`src/rtl/mem_arbiter.sv`:
```
// Two-requester single-port RAM arbiter with a lock/ownership FSM and 1-cycle read return.
// Define MEM_ARB_RR_EN for round-robin ties in ARB; the default build uses fixed priority (r0 wins).
module mem_arbiter #(
  parameter int ADDR_W = 9,
  parameter int DATA_W = 16
) (
  input  logic              clk,
  input  logic              reset_n,
  input  logic              r0_req,
  input  logic              r0_write,
  input  logic              r0_lock,
  input  logic [ADDR_W-1:0] r0_addr,
  input  logic [DATA_W-1:0] r0_wdata,
  output logic              r0_gnt,
  output logic              r0_rvalid,
  output logic [DATA_W-1:0] r0_rdata,
  input  logic              r1_req,
  input  logic              r1_write,
  input  logic              r1_lock,
  input  logic [ADDR_W-1:0] r1_addr,
  input  logic [DATA_W-1:0] r1_wdata,
  output logic              r1_gnt,
  output logic              r1_rvalid,
  output logic [DATA_W-1:0] r1_rdata,
  output logic [1:0]        mem_cmd,
  output logic [ADDR_W-1:0] mem_addr,
  output logic [DATA_W-1:0] mem_wdata,
  input  logic [DATA_W-1:0] mem_rdata
);

  // Handshake: a transaction is accepted at the rising edge where rN_req && rN_gnt;
  // gnt is combinational, and the requester holds its fields stable until accepted.
  localparam logic [1:0] MNONE  = 2'b00;
  localparam logic [1:0] MREAD  = 2'b01;
  localparam logic [1:0] MWRITE = 2'b10;

  typedef enum logic [1:0] {ARB = 2'b00, OWN0 = 2'b01, OWN1 = 2'b10} state_t;

  state_t state;
  logic   last_gnt;
  logic   tie_to1;
  logic   gnt0, gnt1;

`ifdef MEM_ARB_RR_EN
  assign tie_to1 = ~last_gnt;
`else
  // Pointer still tracks the last winner but is masked out of the tie decision.
  assign tie_to1 = 1'b0 & ~last_gnt;
`endif

  always_comb begin
    gnt0 = 1'b0;
    gnt1 = 1'b0;
    if (reset_n) begin
      case (state)
        ARB: begin
          if (r0_req && r1_req) begin
            gnt0 = ~tie_to1;
            gnt1 = tie_to1;
          end else begin
            gnt0 = r0_req;
            gnt1 = r1_req;
          end
        end
        OWN0:    gnt0 = r0_req;
        OWN1:    gnt1 = r1_req;
        default: ;
      endcase
    end
  end

  assign r0_gnt = gnt0;
  assign r1_gnt = gnt1;

  always_comb begin
    mem_cmd   = MNONE;
    mem_addr  = '0;
    mem_wdata = '0;
    if (gnt0) begin
      mem_cmd   = r0_write ? MWRITE : MREAD;
      mem_addr  = r0_addr;
      mem_wdata = r0_wdata;
    end else if (gnt1) begin
      mem_cmd   = r1_write ? MWRITE : MREAD;
      mem_addr  = r1_addr;
      mem_wdata = r1_wdata;
    end
  end

  always_ff @(posedge clk or negedge reset_n) begin
    if (!reset_n) begin
      state     <= ARB;
      last_gnt  <= 1'b1;
      r0_rvalid <= 1'b0;
      r1_rvalid <= 1'b0;
    end else begin
      r0_rvalid <= gnt0 & ~r0_write;
      r1_rvalid <= gnt1 & ~r1_write;
      if (gnt0) begin
        last_gnt <= 1'b0;
        state    <= r0_lock ? OWN0 : ARB;
      end else if (gnt1) begin
        last_gnt <= 1'b1;
        state    <= r1_lock ? OWN1 : ARB;
      end else if (state != ARB) begin
        // An owner without a grant has dropped its request: release ownership.
        state <= ARB;
      end
    end
  end

  assign r0_rdata = r0_rvalid ? mem_rdata : '0;
  assign r1_rdata = r1_rvalid ? mem_rdata : '0;

endmodule

```
`config.mk`:
```
export PLATFORM = sky130hd
export DESIGN_NAME = mem_arbiter
export DESIGN_NICKNAME = d
export VERILOG_FILES = /design/src/rtl/mem_arbiter.sv
export SDC_FILE = /design/constraint.sdc
export NUM_CORES = 1
export LEC_CHECK = 0
export CELL_PAD_IN_SITES_DETAIL_PLACEMENT = 1
export CELL_PAD_IN_SITES_GLOBAL_PLACEMENT = 1
export CORE_MARGIN = 3
export CORE_UTILIZATION = 15
export CTS_CLUSTER_SIZE = 8
export DETAILED_ROUTE_END_ITERATION = 10
export HOLD_SLACK_MARGIN = 0.06
export PLACE_DENSITY_LB_ADDON = 0.1
export RECOVER_POWER = 25
export SLEW_MARGIN = 25
export SYNTH_ARGS = -nofsm -noshare
export SYNTH_HDL_FRONTEND = slang
export SYNTH_SLANG_ARGS = --single-unit
```
`constraint.sdc`:
```
create_clock -name clk -period 2.3 [get_ports clk]
set_clock_uncertainty 0.1 [all_clocks]
set_input_delay 0.23 -clock clk [delete_from_list [all_inputs] [get_ports clk]]
set_output_delay 0.23 -clock clk [all_outputs]
set_load 0.1 [all_outputs]
```
; ---- Yosys cells after proc, flatten, opt, wreduce, memory -nomap -nowiden
; Cells that the tools add are included.
[word_totals]
out_inout_bits = 63
wordCells = 34
inputBits = 74
register_bits = 4
[op_classes]
n_bitwise = 4
eq_ne = 2
n_reduce_logical = 4
mux = 21
[op_table]
columns = operator, n
row1 = 2-to-1 mux 16 bit, 4
row2 = 2-to-1 mux 9 bit, 2
row3 = 2-to-1 mux 2 bit, 8
row4 = 2-to-1 mux 1 bit, 5
row5 = one-hot mux 1 bit (2 select lines), 2
row6 = nonzero test 3 bit, 1
row7 = bitwise AND 1 bit, 2
row8 = "equality test 2 x 1 -> 1 bit, second input constant", 1
row9 = "equality test 2 bit, second input constant", 1
row10 = logical NOT 2 bit, 1
row11 = NOT 1 bit, 2
row12 = nonzero test 2 bit, 1
row13 = logical AND 1 bit, 1

; ---- Depth between registers and ports, before layout
[depth]
word_depth = 6
depth_mapped = 4
ltp_nobuf = 2

; ---- Worst setup path after synthesis
; OpenSTA, ideal clock, no wires.
[synth_path]
kind = reg2out
from = register state[0]
to = output mem_cmd[0]
path_slack_ps = -44
arrival_time_ps = 2014
required_time_ps = 1970
path_stages_with_launch = 3
cell_sequence = dfrtp_1 nand4bb_1 o2bb2ai_1
[synth_via]
elab_chain_cells = 5
[synth_lines]
columns = element, line_no
row1 = from (decl), 39  ; state_t state;
row2 = from (signal assigned), 101  ; state <= r0_lock ? OWN0 : ARB;
row3 = from (signal assigned), 104  ; state <= r1_lock ? OWN1 : ARB;
row4 = equality test 2 bit / logical NOT 2 bit (equally long branches), 55  ; case (state)
row5 = one-hot mux 1 bit (2 select lines), 55
row6 = 2-to-1 mux 1 bit, 54  ; if (reset_n) begin
row7 = 2-to-1 mux 2 bit, 83  ; end else if (gnt1) begin
row8 = 2-to-1 mux 2 bit (*), 79  ; if (gnt0) begin
row9 = to (decl), 25  ; output logic [1:0] mem_cmd,
; Mark *: on every way between the ends. The rest lies on a longest branch, timed or not.

; ---- Worst setup path after layout
[layout_path]
from = input reset_n
to = output mem_cmd[0]
[layout_via]
elab_chain_cells = 3
[layout_lines]
columns = element, line_no
row1 = from (decl), 8  ; input logic reset_n,
row2 = 2-to-1 mux 1 bit, 54
row3 = 2-to-1 mux 2 bit, 83
row4 = 2-to-1 mux 2 bit (*), 79
; Marked as above.

==> impl_results.rst <==
.. list-table::
   :header-rows: 1

   * - Metric
     - Value
   * - Result of the run
     - complete, no violations
   * - Clock sink count
     - 4
   * - Synthesis-to-finish area growth
     - 224%
   * - Number of H-tree branching levels
     - 1
   * - Relative contribution of combinational cells to total power
     - 77.4%
   * - Diodes inserted
     - 0
   * - Cells after synthesis
     - 114
   * - Worst supply voltage drop on vdd
     - 139 uV
   * - Total negative setup slack
     - 0 ns
   * - Io pins
     - 137
   * - Height of the die
     - 84.4 um
   * - Setup Viol. Count Final
     - 0
   * - Leak Pwr
     - 1.18 nW
   * - Clock tree from TritonCTS
     - yes
   * - Later-pin clock latency in the skew report
     - 0.22 ns
   * - Area share of the leading cell type in the synthesized netlist
     - between 40 and 50%
   * - Buffer type at the clock tree root
     - clkbuf_8
   * - Number of antenna violations at the first check in global routing
     - 0
   * - Ratio of cells with drive above 1 in the final layout
     - a little under two fifths
   * - Signal arrival time at the worst endpoint
     - 1.67 ns
   * - Max-cap violations
     - 0
   * - Total die area
     - 0.00712 mm2
   * - Maximum number of buffers from clock root to sink
     - 2
   * - Seq. cell area
     - around 100 um2
   * - CP Class
     - input pin to primary output
   * - Data required time of the worst path
     - 1.97 ns
   * - Worst-margin pin slew
     - 0.546 ns
   * - Initial cell density of the core
     - 16.2%
   * - Final hold viol count
     - 0
   * - Via count normalized by instance count
     - ~4.5
   * - DRC marker count from the first detailed-route iteration
     - 47
   * - Final net count
     - 320
   * - Total nets after synthesis
     - 188
   * - Final Max Tran Viols
     - 0
   * - CTS hold repair buffers
     - 0
   * - Via count of the first global-routing pass
     - 1545
   * - Max-slew headroom at the worst pin
     - 63.7%
   * - Leading cell types by count after synthesis
     - and2_1 (60), a32o_1 (26), buf_6 (8)
   * - Synthesized cell area
     - 922 um2
   * - Worst min path class
     - input pin to async pin
   * - Post-CTS clock slew at the launch and capture registers of the worst setup and hold paths
     - 0.03 ns
   * - Post-CTS setup buffer count
     - 0
   * - Global router's overall resource usage
     - 14.8%
   * - Power, Total
     - 1.01 mW
   * - Number of standard cells in the final layout excluding fillers
     - about 320
   * - Net switching power
     - 492 uW
   * - DP Wirelength
     - 4290 um
   * - Wire length of the first global-routing pass
     - 8560 um
   * - Resized cells post-CTS
     - 0
   * - Cell types with the largest area share after synthesis
     - and2_1 (41%), a32o_1 (28%), dfrtp_1 (11%)
   * - Setup repair after global routing missed its margin
     - no
   * - Multi-input logic area
     - 736 um2
   * - CP Launch Point
     - reset_n
   * - Switching share of power
     - roughly 50%
   * - Worst slack, placed
     - 0.340 ns
   * - Worst R2R Start
     - state[1]
   * - Crit end category
     - primary output
   * - Sequential share of the synthesized area
     - 10.9%
   * - Pwr Density
     - ~340 mW/mm2
   * - Number of filler cells placed in the layout
     - about 600
   * - Routed wirelength normalized by instance count
     - 16.7 um
   * - Number of buffers created by CTS
     - 3
   * - Distinct cell type count after synthesis
     - 15
   * - Total overflow reported by the global router
     - 0
   * - Worst Path Max Fanout
     - 31
   * - Router iterations before antenna repair
     - 4
   * - Maximum number of pins on one net before global-route repair
     - 32
   * - Drt total wl
     - 5270 um
   * - Post-detailed-route count of antenna-violating nets
     - 0
   * - Final Worst Setup Slack
     - 0.296 ns
   * - Core ar.
     - 0.00571 mm2
   * - Most instantiated library cell after synthesis
     - and2_1
   * - Minimum period implied by the final worst setup slack
     - 2.00 ns
   * - Syn Area/Cell
     - a little over 8 um2
   * - Highest achievable clock rate
     - 0.499 GHz
   * - Vias
     - around 1400
   * - Final worst-path cycle share
     - approximately 87%
   * - Clock power frac
     - 14.8%
   * - Instance count after placement with tap cells included
     - 313
   * - Last weighted congestion value of the routability-driven placer
     - 0.709
   * - Internal power
     - approximately 510 uW
   * - Die span in x
     - 84.4 um
   * - Predominant post-synthesis flop cell
     - dfrtp_1
   * - Site Rows
     - 27
   * - Sequential share of power
     - 7.9%
   * - Synthesis-stage register bit count
     - 4
   * - Share of flip-flops with an asynchronous set or reset
     - 100%
   * - Remaining DRCs
     - 0
   * - Nature of the critical path startpoint
     - input pin
   * - Yosys Warn Count
     - 0
   * - Count of input and output buffers
     - 136
   * - Yosys top cell by area
     - and2_1
   * - Number of enable-type register cells in the synthesized netlist
     - 0
metrics by stage:
stage	instance area (um2)	hold WS, ns	util [%]
floorplan	953	-0.166	-
global placement	2970	0.489	52.0
detailed placement	2970	0.475	52.0
CTS	3010	0.307	52.8
global route	2990	0.418	52.4
finish	2990	0.372	52.4
metal layers:
| layer | global-route usage [%] | vias to the layer above | share of wire [%] |
|---|---|---|---|
| met1 | 18.0 | 661 | 42 |
| met2 | 25.9 | 74 | 50 |
| li1 | - | 675 | - |
| met5 | 0 | - | 0 |
| met3 | 3.43 | 2 | 7.8 |
| met4 | 4.32 | 0 | 0.68 |
critical path, stage by stage:
cell and delay (ns):
dlygate4sd3_1 0.55, buf_4 0.27, nand4bb_1 0.19, o2bb2ai_2 0.22, buf_12 0.20
cell usage in the layout (no fill, tap or decap):
master | Yosys | final
clkbuf_2 | 0 | 3
o2bb2ai_2 | 0 | 1
dlygate4sd3_1 | 0 | 1
and2_0 | 0 | 6
clkbuf_8 | 0 | 3
and3b_1 | 1 | 1
clkbuf_1 | 3 | 1
and2_1 | 60 | 34
dfrtp_1 | 4 | 4
nand2b_1 | 1 | 1
and4_1 | 1 | 1
and3_1 | 1 | 1
buf_12 | 0 | 63
nor2_1 | 1 | 1
buf_4 | 0 | 1
a32o_1 | 26 | 26
clkdlybuf4s50_1 | 0 | 72
nor2b_2 | 0 | 1
and2_2 | 0 | 20
nor2b_1 | 2 | 1
inv_1 | 1 | 1
nand4bb_1 | 1 | 1
final cells by class:
class,count,area share (%)
inverters,1,0.126
well taps,72,3.01
multi-input cells,95,24.6
flip-flops and latches,4,3.35
clock buffers,3,1.38
repair buffers,141,67.5
state kept, by name, summed over array words and instances, names as in the netlist:
| name | count |
|---|---|
| r1_rvalid | 1 |
| r0_rvalid | 1 |
| state | 2 |
power by group through the flow:
stage	registers, mW	logic, mW	clock network [mW]
2_1_floorplan	0.0844	0.431	0
3_3_place_gp	0.0802	0.783	0
3_5_place_dp	0.0802	0.787	0
4_1_cts	0.0794	0.789	0.154
5_1_grt	0.0802	0.808	0.161
6_report	0.0790	0.778	0.148
logic make-up after synthesis:
kind of cell	count (synthesis)	share of synthesized area (%)
buf+inv	15	13.0
simple gates	68	46.9
flops	4	10.9
compound gates	27	29.2
final timing paths:
check / cells past startpoint / slack [ns] / endpoint
max in group asynchronous: 3 / 1.36 / state[0]
worst min register to register: 2 / 0.46 / r1_rvalid
worst max register to register: 3 / 1.15 / state[1]
worst min-delay path: 2 / 0.37 / state[1]
worst max-delay path: 5 / 0.30 / mem_cmd[0]
min in group clk: 2 / 0.46 / r1_rvalid
(Power assumes the default switching activity.)
